## src/rtl/bram_read_arbiter.sv

```systemverilog
// Round-robin arbiter sharing one BRAM read port between NUM_REQ requesters, with burst lock
// and per-requester read-valid tracking aligned to the fixed BRAM read latency.
module bram_read_arbiter #(
    parameter int unsigned NUM_REQ      = 3,
    parameter int unsigned ADDR_WIDTH   = 14,
    parameter int unsigned DATA_WIDTH   = 32,
    parameter int unsigned READ_LATENCY = 1,
    localparam int unsigned IDX_W       = $clog2(NUM_REQ)
) (
    input  logic                          clk_i,
    input  logic                          rst_ni,
    input  logic [NUM_REQ-1:0]            req_i,
    input  logic [NUM_REQ*ADDR_WIDTH-1:0] req_addr_i,
    input  logic [NUM_REQ-1:0]            req_lock_i,
    output logic [NUM_REQ-1:0]            gnt_o,
    output logic [NUM_REQ-1:0]            rd_valid_o,
    output logic [DATA_WIDTH-1:0]         rd_data_o,
    output logic [ADDR_WIDTH-1:0]         bram_rd_addr_o,
    input  logic [DATA_WIDTH-1:0]         bram_rd_data_i,
    output logic [IDX_W-1:0]              owner_o,
    output logic                          locked_o,
    output logic [15:0]                   stall_count_o
);

    logic [IDX_W-1:0]        ptr_q, ptr_d;
    logic [IDX_W-1:0]        owner_q, owner_d;
    logic                    locked_q, locked_d;
    logic [ADDR_WIDTH-1:0]   addr_q, addr_d;
    logic [15:0]             stall_q, stall_d;
    logic [READ_LATENCY-1:0] pv_q;
    logic [IDX_W-1:0]        pi_q [READ_LATENCY];

    logic                    lock_hold;
    logic                    win_found;
    logic [IDX_W-1:0]        win_idx;
    logic [IDX_W:0]          scan_sum;
    logic [IDX_W-1:0]        cand;

    function automatic logic [IDX_W-1:0] next_idx(input logic [IDX_W-1:0] i);
        if (i == IDX_W'(NUM_REQ - 1)) begin
            return '0;
        end
        return i + IDX_W'(1);
    endfunction

    // The lock only holds in a cycle where the owner still asserts req_lock; otherwise this
    // cycle arbitrates normally and the lock is released at the edge.
    assign lock_hold = locked_q && req_lock_i[owner_q];

    always_comb begin
        win_found = 1'b0;
        win_idx   = '0;
        scan_sum  = '0;
        cand      = '0;
        if (lock_hold) begin
            if (req_i[owner_q]) begin
                win_found = 1'b1;
                win_idx   = owner_q;
            end
        end else begin
            for (int k = 0; k < NUM_REQ; k++) begin
                scan_sum = {1'b0, ptr_q} + (IDX_W+1)'(k);
                if (scan_sum >= (IDX_W+1)'(NUM_REQ)) begin
                    scan_sum = scan_sum - (IDX_W+1)'(NUM_REQ);
                end
                cand = scan_sum[IDX_W-1:0];
                if (!win_found && req_i[cand]) begin
                    win_found = 1'b1;
                    win_idx   = cand;
                end
            end
        end
    end

    always_comb begin
        gnt_o          = '0;
        bram_rd_addr_o = addr_q;
        for (int i = 0; i < NUM_REQ; i++) begin
            if (win_found && win_idx == IDX_W'(i)) begin
                gnt_o[i]       = 1'b1;
                bram_rd_addr_o = req_addr_i[i*ADDR_WIDTH +: ADDR_WIDTH];
            end
        end
    end

    always_comb begin
        ptr_d    = ptr_q;
        owner_d  = owner_q;
        addr_d   = addr_q;
        locked_d = 1'b0;
        stall_d  = stall_q;
        if (win_found) begin
            owner_d = win_idx;
            addr_d  = bram_rd_addr_o;
        end
        if (win_found && !lock_hold) begin
            ptr_d = next_idx(win_idx);
        end else if (locked_q && !lock_hold) begin
            ptr_d = next_idx(owner_q);
        end
        if (lock_hold) begin
            locked_d = 1'b1;
        end else if (win_found) begin
            locked_d = req_lock_i[win_idx];
        end
        if (|(req_i & ~gnt_o) && stall_q != 16'hFFFF) begin
            stall_d = stall_q + 16'd1;
        end
    end

    always_ff @(posedge clk_i or negedge rst_ni) begin
        if (!rst_ni) begin
            ptr_q    <= '0;
            owner_q  <= '0;
            locked_q <= 1'b0;
            addr_q   <= '0;
            stall_q  <= '0;
            pv_q     <= '0;
            for (int i = 0; i < READ_LATENCY; i++) begin
                pi_q[i] <= '0;
            end
        end else begin
            ptr_q    <= ptr_d;
            owner_q  <= owner_d;
            locked_q <= locked_d;
            addr_q   <= addr_d;
            stall_q  <= stall_d;
            pv_q[0]  <= win_found;
            pi_q[0]  <= win_idx;
            for (int i = 1; i < READ_LATENCY; i++) begin
                pv_q[i] <= pv_q[i-1];
                pi_q[i] <= pi_q[i-1];
            end
        end
    end

    always_comb begin
        rd_valid_o = '0;
        if (pv_q[READ_LATENCY-1]) begin
            rd_valid_o[pi_q[READ_LATENCY-1]] = 1'b1;
        end
    end

    assign rd_data_o     = bram_rd_data_i;
    assign owner_o       = owner_q;
    assign locked_o      = locked_q;
    assign stall_count_o = stall_q;

endmodule

```

## config.mk

```make
export PLATFORM = sky130hd
export DESIGN_NAME = bram_read_arbiter
export DESIGN_NICKNAME = d
export VERILOG_FILES = /design/src/rtl/bram_read_arbiter.sv
export SDC_FILE = /design/constraint.sdc
export NUM_CORES = 1
export LEC_CHECK = 0
export CAP_MARGIN = 10
export CORE_MARGIN = 10
export CORE_UTILIZATION = 39
export DETAILED_ROUTE_END_ITERATION = 8
export HOLD_SLACK_MARGIN = 0.02
export PLACE_DENSITY = 0.87
export SKIP_CTS_REPAIR_TIMING = 1
export SLEW_MARGIN = 20
export SYNTH_ARGS = -nofsm -noshare
export SYNTH_HDL_FRONTEND = slang
export SYNTH_SLANG_ARGS = --single-unit
```

## constraint.sdc

```tcl
create_clock -name clk_i -period 3.3 [get_ports clk_i]
set_input_delay 0.66 -clock clk_i [delete_from_list [all_inputs] [get_ports clk_i]]
set_output_delay 0.66 -clock clk_i [all_outputs]
set_load 0.02 [all_outputs]
```

==> run summary <==
=====================================================================================
Outcome                                                                  finished with violations
Violations in the final reports                                          setup timing
XOR/XNOR Fraction of Synth Area                                                0.0354
Wire length of the first global-routing pass                                  12.7 mm
R2r startpoint                                                               ptr_q[1]
Ratio of cells with drive above 1 in the final layout                           0.343
Library cells used by synthesis                                                    45
Clock buffer depth                                                                  2
Largest family of logic cells by synthesized area                        compound AO/OA/AOI/OAI gates
Largest net degree at the start of global routing                                  39
Worst EP arrival                                                              2.67 ns
Gate count of the mapped netlist                                                  280
Total gr overflow                                                                   0
Tcrit/Tclk final                                                                 1.01
Post-route insts no fill                                                          488
Final Skew                                                                 0.00356 ns
Layout net count                                                                  476
Number of synthesized flops with an enable pin                                      0
Kind of critical path                                                      reg -> out
Fraction of synthesis flops using an asynchronous set or reset pin               1.00
Number of H-tree levels                                                             2
Total of endpoints with negative setup slack in the final report                    4
Sequential cell area fraction in the yosys report                               0.350
Placer's final routability congestion estimate                                  0.830
Die outline area                                                         10,700 sq um
Die boundary height                                                            104 um
Required time of the critical path                                            2.64 ns
Post-synthesis average cell area                                           9.71 sq um
Total count of max-transition violations in the final report                        0
# port buffers                                                                     88
Adder-cell share of the synthesized area                                       0.0184
Synth Net Count                                                                   366
Global-route usage over all layers                                              0.138
Vias per std cell                                                                5.26
Post-Syn Area                                                              2720 sq um
Routed via count                                                                2,565
Critical Path Sink Type                                                  primary output
Root Driver                                                              sky130_fd_sc_hd__clkbuf_8
Tot Pwr                                                                       5.33 mW
Placed cell count                                                                 455
Leak pwr                                                                      2.12 nW
Register clock-pin slew on the reported worst setup and hold paths            0.08 ns
Slew Limit Headroom                                                             0.411
Simple-gate area share of the yosys netlist                                    0.0998
Initial antenna violation count                                                     1
Top-level I/O count                                                               153
Multiplexer fraction of the synthesized cell area                               0.101
Clock tree from TritonCTS                                                         yes
Growth of design area from synthesis to finish                                  61.1%
Overall die width                                                              104 um
Area of the core                                                           6790 sq um
Number of global-route vias before repair                                       2,637
Final hold viol count                                                               0
HP Class                                                                  in -> async
Cts bufs inserted                                                                   5
RSZ-0062 raised after global routing                                              yes
Setup slack of the critical path after layout                              -0.0280 ns
Effective utilization at floorplan                                              0.400
Count of state elements after synthesis                                            38
Depth of the worst register-to-register path                                       11
Final routed wirelength across all metal layers                               8.66 mm
Crit. Startpoint                                                             ptr_q[1]
Number of max-cap violations                                                        0
Final routed DRC violation total                                                    0
Post-DRT Antenna Nets                                                               0
Measured slew at the worst slew-check pin                                    0.883 ns
Yosys Warn Count                                                                    0
Rows                                                                               30
First-pass detailed-route iteration total                                           4
Clock sinks                                                                        38
Worst voltage drop across the vdd grid                                       0.746 mV
Power per cell area                                                      1220 nW/um^2
Final routed wire length divided by cell count                                17.7 um
Count of routing violations after the opening detailed-route iteration             68
Clock latency at the later pin of the worst-skew pair                         0.29 ns
Main flop type after synthesis                                           sky130_fd_sc_hd__dfrtp_1
Upper clock frequency limit                                                   300 MHz
DP HPWL                                                                       5.97 mm
Post-synthesis compound-gate area fraction                                      0.256
Final critical path time including I/O delays and setup                       3.33 ns
Largest fanout of any net on the critical path                                      6
Startpoint type of the worst setup path                                          flop
=====================================================================================
[final timing paths]
path	end	slack, ns
max in group asynchronous	addr_q[13]	2.26
min	stall_count_o[2]	0.48
min in group clk_i	stall_count_o[11]	0.50
max reg2reg	stall_count_o[4]	0.22
min reg2reg	stall_count_o[11]	0.50
max	bram_rd_addr_o[11]	-0.03
[state kept, by name, summed over array words and instances (netlist names)]
| register | count |
|---|---|
| ptr_q | 2 |
| owner_o | 2 |
| stall_count_o | 16 |
| locked_o | 1 |
| addr_q | 14 |
| pi_q | 2 |
| pv_q | 1 |
[synthesized netlist by cell type (2+ instances only)]
library cell,count,area (sq um)
sky130_fd_sc_hd__dfrtp_1,38,951
sky130_fd_sc_hd__buf_4,34,255
sky130_fd_sc_hd__a21o_1,28,210
sky130_fd_sc_hd__o21ai_0,20,100
sky130_fd_sc_hd__mux2i_1,19,190
sky130_fd_sc_hd__a21oi_1,15,75.1
sky130_fd_sc_hd__xnor2_1,11,96.3
sky130_fd_sc_hd__inv_1,9,33.8
sky130_fd_sc_hd__nor2_1,9,33.8
sky130_fd_sc_hd__and3_1,8,50.1
sky130_fd_sc_hd__clkbuf_1,7,26.3
sky130_fd_sc_hd__nand2_1,7,26.3
sky130_fd_sc_hd__o211ai_2,7,87.6
sky130_fd_sc_hd__nor2b_1,5,31.3
sky130_fd_sc_hd__buf_2,4,20.0
sky130_fd_sc_hd__buf_6,4,45.0
sky130_fd_sc_hd__ha_1,4,50.1
sky130_fd_sc_hd__mux2_1,4,45.0
sky130_fd_sc_hd__o21ai_1,4,20.0
sky130_fd_sc_hd__and3b_1,3,26.3
sky130_fd_sc_hd__nand3_1,3,15.0
sky130_fd_sc_hd__o2111ai_1,3,26.3
sky130_fd_sc_hd__o21a_1,3,22.5
sky130_fd_sc_hd__a22o_1,2,17.5
sky130_fd_sc_hd__a31oi_1,2,12.5
sky130_fd_sc_hd__and2_1,2,12.5
sky130_fd_sc_hd__and4_1,2,17.5
sky130_fd_sc_hd__mux2i_2,2,27.5
sky130_fd_sc_hd__nand2b_1,2,12.5
sky130_fd_sc_hd__nand4_1,2,12.5
sky130_fd_sc_hd__o211ai_1,2,15.0
sky130_fd_sc_hd__o21bai_1,2,15.0
[through the flow]
| step | setup TNS (ns) | cell area (sq um) | hold WS (ns) | setup slack (ns) | utilization |
|---|---|---|---|---|---|
| floorplan | 0 | 2720 | 0.364 | 0.194 | - |
| global placement | -8.24 | 3690 | 0.479 | -0.554 | 0.544 |
| detailed placement | -9.75 | 3690 | 0.500 | -0.639 | 0.544 |
| CTS | -9.90 | 3800 | 0.512 | -0.657 | 0.560 |
| global route | -1.54 | 4380 | 0.529 | -0.150 | 0.645 |
| finish | -0.0432 | 4380 | 0.481 | -0.0280 | 0.645 |
[cell usage in the layout (no fill, tap or decap), drive strengths merged, types with 3 or more instances in the layout]
cell type      instances
clkbuf                14
ha                     4
xnor2                 11
o2111ai                4
a21oi                 15
clkdlybuf4s50         64
and3                   8
o21a                   3
nand4                  3
nor2                   9
dfrtp                 38
o211ai                 9
nand3                  3
nor2b                  5
inv                    9
o21ai                 25
a21o                  28
and3b                  3
nand2                  7
mux2                   5
buf                   73
a31oi                  3
dlymetal6s2s           9
mux2i                 21
[cell type report]
cell class              count  area, sq um
fillers                   523         2410
multi-input cells         184         1630
repair buffers            152         1540
flip-flops and latches     38          951
well taps                  96          120
clock buffers               8          110
inverters                   9         33.8
diodes                      1         2.50
[worst max-delay path, stage by stage, from the launching register on]
cell and delay, ns:
sky130_fd_sc_hd__dfrtp_1 0.42, sky130_fd_sc_hd__ha_4 0.29, sky130_fd_sc_hd__a22o_4 0.24, sky130_fd_sc_hd__buf_4 0.14
sky130_fd_sc_hd__o41ai_4 0.37, sky130_fd_sc_hd__mux2i_4 0.18, sky130_fd_sc_hd__buf_4 0.17, sky130_fd_sc_hd__buf_6 0.10
sky130_fd_sc_hd__o21ai_1 0.09, sky130_fd_sc_hd__a21oi_2 0.06, sky130_fd_sc_hd__a21o_1 0.16, sky130_fd_sc_hd__buf_2 0.15
[where the power goes]
part,internal (mW),switching (mW)
clock,0.211,0.172
sequential,0.657,0.137
combinational,2.25,1.90
total,3.12,2.21
[layer usage]
layer / GRT usage / routed length (um) / part of all wire / up-vias
met4: 0.0464 / 138 / 0.016 / 0
met3: 0.0663 / 775 / 0.089 / 18
met1: 0.138 / 3290 / 0.38 / 1249
met5: 0 / 0 / 0 / -
met2: 0.245 / 4450 / 0.51 / 106
li1: - / - / - / 1192
[kinds of logic (layout without fill, tap and decap cells)]
family,after synthesis,in the layout
compound gates,96,96
xor+xnor,11,11
fa+ha+maj,4,4
buf+inv,58,169
flops,38,38
mux,26,26
other cells,0,1
simple gates,47,47
Note: power is estimated with default switching activity, not from simulation.
